<file path="src/rtl/hazard_pkg.sv">
// Shared definitions for the pipeline hazard controller: forward selects,
// sequencing states and the register-dependency helper.
package hazard_pkg;

    localparam logic [1:0] FWD_REG = 2'b00;
    localparam logic [1:0] FWD_MEM = 2'b10;
    localparam logic [1:0] FWD_WB  = 2'b01;

    typedef enum logic [1:0] {
        RUN  = 2'd0,
        WAIT = 2'd1,
        ERR  = 2'd2
    } state_t;

    // x0 is hardwired to zero, so a write to it never creates a dependency.
    function automatic logic regHit(input logic [4:0] rs, input logic [4:0] rd, input logic we);
        return we && (rd != 5'd0) && (rd == rs);
    endfunction

endpackage

</file>
<file path="src/rtl/hazard_forward.sv">
// Execute-stage operand forwarding select for a single source operand.
module hazard_forward
    import hazard_pkg::*;
(
    input  logic [4:0] rs_e_i,
    input  logic [4:0] rd_m_i,
    input  logic       reg_write_m_i,
    input  logic [4:0] rd_w_i,
    input  logic       reg_write_w_i,
    output logic [1:0] fwd_o
);

    // The memory stage holds the younger result, so it wins over writeback.
    always_comb begin
        fwd_o = FWD_REG;
        if (regHit(rs_e_i, rd_m_i, reg_write_m_i)) begin
            fwd_o = FWD_MEM;
        end else if (regHit(rs_e_i, rd_w_i, reg_write_w_i)) begin
            fwd_o = FWD_WB;
        end
    end

endmodule

</file>
<file path="src/rtl/hazard_controller.sv">
// Stall/flush/forward sequencing for the five-stage core, with memory-wait FSM
// and saturating statistics. Optional macro: HAZARD_FORWARDING_EN.
module hazard_controller
    import hazard_pkg::*;
#(
    parameter int MEM_TIMEOUT = 16,
    parameter int CNT_W       = 16
) (
    input  logic             clk,
    input  logic             rst,
    input  logic [4:0]       Rs1D,
    input  logic [4:0]       Rs2D,
    input  logic [4:0]       Rs1E,
    input  logic [4:0]       Rs2E,
    input  logic [4:0]       RD_E,
    input  logic             RegWriteE,
    input  logic             ResultSrcE,
    input  logic             PCSrcE,
    input  logic [4:0]       RD_M,
    input  logic             RegWriteM,
    input  logic             MemReqM,
    input  logic             MemReadyM,
    input  logic [4:0]       RD_W,
    input  logic             RegWriteW,
    output logic             StallF,
    output logic             StallD,
    output logic             StallE,
    output logic             StallM,
    output logic             FlushD,
    output logic             FlushE,
    output logic             FlushW,
    output logic [1:0]       ForwardAE,
    output logic [1:0]       ForwardBE,
    output logic             MemErr,
    output logic [CNT_W-1:0] StallCnt,
    output logic [CNT_W-1:0] FlushCnt
);

    localparam int WCW = $clog2(MEM_TIMEOUT + 1);

    state_t           state_q;
    logic [WCW-1:0]   waitCnt_q;
    logic [CNT_W-1:0] stallCnt_q, stallCnt_d;
    logic [CNT_W-1:0] flushCnt_q, flushCnt_d;
    logic             memHold;
    logic             loadUse;
    logic             decodeHazard;
    logic [1:0]       fwdA, fwdB;

    assign loadUse = ResultSrcE && (RD_E != 5'd0) && ((RD_E == Rs1D) || (RD_E == Rs2D));

`ifdef HAZARD_FORWARDING_EN
    logic unusedRegWriteE;
    assign unusedRegWriteE = RegWriteE;

    hazard_forward u_fwd_a (
        .rs_e_i        (Rs1E),
        .rd_m_i        (RD_M),
        .reg_write_m_i (RegWriteM),
        .rd_w_i        (RD_W),
        .reg_write_w_i (RegWriteW),
        .fwd_o         (fwdA)
    );

    hazard_forward u_fwd_b (
        .rs_e_i        (Rs2E),
        .rd_m_i        (RD_M),
        .reg_write_m_i (RegWriteM),
        .rd_w_i        (RD_W),
        .reg_write_w_i (RegWriteW),
        .fwd_o         (fwdB)
    );

    assign decodeHazard = loadUse;
`else
    // Without bypass paths every in-flight writer of a decode source must drain.
    logic unusedRsE;
    assign unusedRsE = ^{Rs1E, Rs2E};
    assign fwdA = FWD_REG;
    assign fwdB = FWD_REG;
    assign decodeHazard = loadUse
        || regHit(Rs1D, RD_E, RegWriteE) || regHit(Rs2D, RD_E, RegWriteE)
        || regHit(Rs1D, RD_M, RegWriteM) || regHit(Rs2D, RD_M, RegWriteM)
        || regHit(Rs1D, RD_W, RegWriteW) || regHit(Rs2D, RD_W, RegWriteW);
`endif

    assign memHold = ((state_q == RUN) && MemReqM && !MemReadyM)
                  || ((state_q == WAIT) && !MemReadyM)
                  || (state_q == ERR);

    always_comb begin
        StallF = 1'b0;
        StallD = 1'b0;
        StallE = 1'b0;
        StallM = 1'b0;
        FlushD = 1'b0;
        FlushE = 1'b0;
        FlushW = 1'b0;
        if (rst) begin
            FlushD = 1'b1;
            FlushE = 1'b1;
        end else if (memHold) begin
            StallF = 1'b1;
            StallD = 1'b1;
            StallE = 1'b1;
            StallM = 1'b1;
            FlushW = 1'b1;
        end else if (PCSrcE) begin
            FlushD = 1'b1;
            FlushE = 1'b1;
        end else if (decodeHazard) begin
            StallF = 1'b1;
            StallD = 1'b1;
            FlushE = 1'b1;
        end
    end

    assign ForwardAE = rst ? FWD_REG : fwdA;
    assign ForwardBE = rst ? FWD_REG : fwdB;
    assign MemErr    = (state_q == ERR) && !rst;

    assign stallCnt_d = (StallF && !(&stallCnt_q)) ? stallCnt_q + CNT_W'(1) : stallCnt_q;
    assign flushCnt_d = (FlushE && !(&flushCnt_q)) ? flushCnt_q + CNT_W'(1) : flushCnt_q;

    always_ff @(posedge clk) begin
        if (rst) begin
            state_q    <= RUN;
            waitCnt_q  <= '0;
            stallCnt_q <= '0;
            flushCnt_q <= '0;
        end else begin
            stallCnt_q <= stallCnt_d;
            flushCnt_q <= flushCnt_d;
            case (state_q)
                RUN: begin
                    waitCnt_q <= '0;
                    if (MemReqM && !MemReadyM) begin
                        state_q <= WAIT;
                    end
                end
                WAIT: begin
                    waitCnt_q <= waitCnt_q + WCW'(1);
                    if (MemReadyM) begin
                        state_q <= RUN;
                    end else if (waitCnt_q == WCW'(MEM_TIMEOUT - 1)) begin
                        state_q <= ERR;
                    end
                end
                ERR:     state_q <= ERR;
                default: state_q <= RUN;
            endcase
        end
    end

    assign StallCnt = stallCnt_q;
    assign FlushCnt = flushCnt_q;

endmodule

</file>
<file path="config.mk">
export PLATFORM = sky130hd
export DESIGN_NAME = hazard_controller
export DESIGN_NICKNAME = d
export VERILOG_FILES = /design/src/rtl/hazard_pkg.sv /design/src/rtl/hazard_forward.sv /design/src/rtl/hazard_controller.sv
export SDC_FILE = /design/constraint.sdc
export NUM_CORES = 1
export LEC_CHECK = 0
export CORE_ASPECT_RATIO = 0.7
export CORE_MARGIN = 1
export CORE_UTILIZATION = 45
export DETAILED_ROUTE_END_ITERATION = 6
export PLACE_DENSITY = 0.81
export SLEW_MARGIN = 20
export SYNTH_ARGS = -nofsm -noshare
export SYNTH_HDL_FRONTEND = slang
export SYNTH_SLANG_ARGS = --single-unit
</file>
<file path="constraint.sdc">
create_clock -name clk -period 2.45 [get_ports clk]
set_input_delay 0.49 -clock clk [delete_from_list [all_inputs] [get_ports clk]]
set_output_delay 0.49 -clock clk [all_outputs]
set_load 0.005 [all_outputs]
</file>
==> results.md <==
* Final worst path period share at 99.0%
* DR WL/cell at 15.2 um
* # DRC at 0
* Hold Vio Cnt, Final at 0
* Yosys top cell area share at 32.1%
* Initial antenna violation count at 0
* VDD IR-drop max at 0.000273 V
* Power Dens Cells at approximately 390 nW/um2
* Vias in the first global route at 2324
* Maximum Capacitance Violations at 0
* Clk Latency, worst-skew pair at roughly 0.28 ns
* Finished Layout Cells at between 400 and 500
* Seq/Total Area, Yosys at 32.1%
* Antenna Cells at 0
* Hpwl dp at 4840 um
* Share of cells above drive strength 1 at a little under a quarter
* Startpoint class of the critical path: input pin
* DR iter-0 viols at 139
* Clock Tree Buf Depth at 2
* Routed wire length at 7060 um
* GRT Overall Usage at 23.7%
* Cell taking the most area after synthesis: dfxtp_1
* Gpl congestion at 0.846
* Die extent in x at 89.9 um
* # setup viols final at 0
* Initial Utilization at 48.7%
* Worst path slowest cell: or4_1
* H-tree depth at 2
* Synth Register Bits at 39
* Via density at about 5.5
* Global-route wire length before repair at about 11000 um
* Slowest Stage Delay on Critical Path at 0.44 ns
* Layout fillers at 381
* CP max FO at 9
* Main area contributors after synthesis: dfxtp_1, xor2_1, a21oi_1
* Final min period at 2.43 ns
* Post-CTS Hold Fix Bufs at 0
* Post-Syn Area per Cell at 8.33 um2
* Clock Skews at 0.0110 ns
* Overall power at between 1 and 1.5 mW
* Vias post-DR at ~2600
* Ys flop type: dfxtp_1
* CP cell instances: clkdlybuf4s15_1 -> xor2_1 -> nor3_2 -> a22oi_2 -> buf_4 -> buf_4 -> o21ai_2 -> buf_4 -> o211ai_4 -> or4_1 -> a21oi_1
* FFs w/ async S/R, synth at 0%
* Synth cell types at 49
* CTS tree: built
* Post-Syn Area at 2430 um2
* Cell family with most CP delay: simple AND/OR/NAND/NOR gates
* Core area at 4990 um2
* Post-synth EDFFs at 0
* Pleak at 1.34 nW
* WP data arrival at 2.64 ns
* Total global routing overflow at 0
* Clk root buf: clkbuf_8
* Crit path top cell by count: buf_4
* Die ar. at 5710 um2
* Post-placement cell count at 450
* Clk slew on worst S/H paths at 0.08 ns
* CP Capture Type: flip-flop
* CTS buffer count at 5
* Largest net degree at the start of global routing at 29
* Net count, final at ~440
* Crit path kind: input pin to flip-flop
* Layout overhead on the synthesized area at 48.1%
* Mapped Cells at 292
* Buffers on Ports at 73
* CP required at 2.67 ns
* Setup TNS at 0 ns
* Status: finished, final reports clean
* Die height at around 64 um
* Detailed Routing Iterations Pass 1 at 4
* Final ANT Viol Nets at 0
* Ports at 88
* Warnings, synthesis at 0
* CTS Sinks at 39
* WP buf/inv at 4
* # rows at 21
* Fmax at just over 0.4 GHz
* Slew Viols, Final at 0
* HP Class: flip-flop to flip-flop
[cells in the final DEF, fill, tap and decap left out, types with 3 or more instances in the layout]
cell / instances
o21ai_0: 10
clkbuf_8: 5
clkbuf_2: 8
o21ai_4: 3
buf_2: 3
nand2_1: 13
nor2b_1: 3
ha_1: 4
nand3b_1: 3
or2_2: 4
nor3_1: 5
clkdlybuf4s15_1: 6
xor2_1: 33
buf_4: 31
o21a_1: 3
or4_1: 10
nand4_1: 6
a21oi_1: 21
nor2_1: 22
a22oi_2: 3
nand3_1: 14
and3_1: 4
inv_1: 6
dlygate4sd2_1: 13
nor3_2: 5
dfxtp_1: 39
clkdlybuf4s50_1: 40
or3_1: 7
conb_1: 4
o31ai_1: 13
o211ai_1: 7
or4_4: 3
[cells by family after synthesis]
group | after synthesis | share of synthesized area (%)
xor gates and xnor gates | 34 | 12.2
AOI/OAI and AO/OA | 78 | 22.4
and+or+nand+nor | 111 | 24.7
muxes | 3 | 1.29
DFF | 39 | 32.1
buffers and inverters | 22 | 4.99
other | 1 | 0.154
adders and majority gates | 4 | 2.06
[worst min-delay path: cells and delay by family (launching register included)]
| family | cells | cell delay, ns |
|---|---|---|
| flops | 1 | 0.33 |
| compound gates | 2 | 0.13 |
[per-layer routing]
metal,vias to the layer above,GRT usage [%],wire length (um)
li1,1267,-,-
met1,1197,33.4,3320
met2,86,38.3,3270
met3,7,4.59,426
met4,0,4.03,47
met5,-,0,0
[repair_timing]
action	CTS	global route
pin swaps	16	16
setup endpoints to repair	31	22
gates resized for setup	62	40
setup buffers	3	3
[worst paths after layout]
kind                                  start            to  slack [ns]  depth (start not counted)
worst max-delay path                Rs2D[3]  FlushCnt[15]        0.02                         11
worst min-delay path            StallCnt[6]   StallCnt[6]        0.50                          2
worst max register to register  StallCnt[4]   StallCnt[1]        0.15                          9
worst min register to register  StallCnt[6]   StallCnt[6]        0.50                          2
[sequential cells by signal, summed over array words and instances, names as in the netlist]
register and cells:
state_q 2, FlushCnt 16, StallCnt 16, waitCnt_q 5
[power by group]
part | switching [mW] | internal [mW] | total, mW
sequential | 0.0149 | 0.644 | 0.659
combinational | 0.164 | 0.160 | 0.324
clock | 0.222 | 0.199 | 0.421
total | 0.401 | 1.00 | 1.40
[cells in the mapped netlist, types with 6 or more instances]
library cell / instances
o31ai_1: 14
o21ai_0: 10
or2_2: 6
xor2_1: 33
or4_1: 13
or3_1: 7
inv_1: 7
o211ai_1: 7
dfxtp_1: 39
buf_4: 8
a21oi_1: 22
nand3_1: 14
nor2_1: 25
nand2_1: 13
nand4_1: 6
nor3_1: 9
[per-stage QoR]
stage / worst slack, ns / hold slack (ns) / utilization, % / area (um2)
after detailed placement: -0.636 / 0.483 / 67.8 / 3380
after floorplan: 0.130 / 0.454 / - / 2440
after CTS: -0.0306 / 0.494 / 70.5 / 3520
after global placement: -0.658 / 0.466 / 67.8 / 3380
after global routing: -0.0115 / 0.526 / 72.2 / 3600
final: 0.0249 / 0.501 / 72.2 / 3600
[final cells by class]
class	instances	area [um2]	share of cell area, %
inverter	8	32.5	0.903
clock buffer	6	72.6	2.01
timing repair buffer	106	928	25.8
sequential	39	781	21.7
clock inverter	2	12.5	0.347
tap	69	86.3	2.40
multi-input combinational	234	1690	46.9
Power figures use the tool's default switching activity.
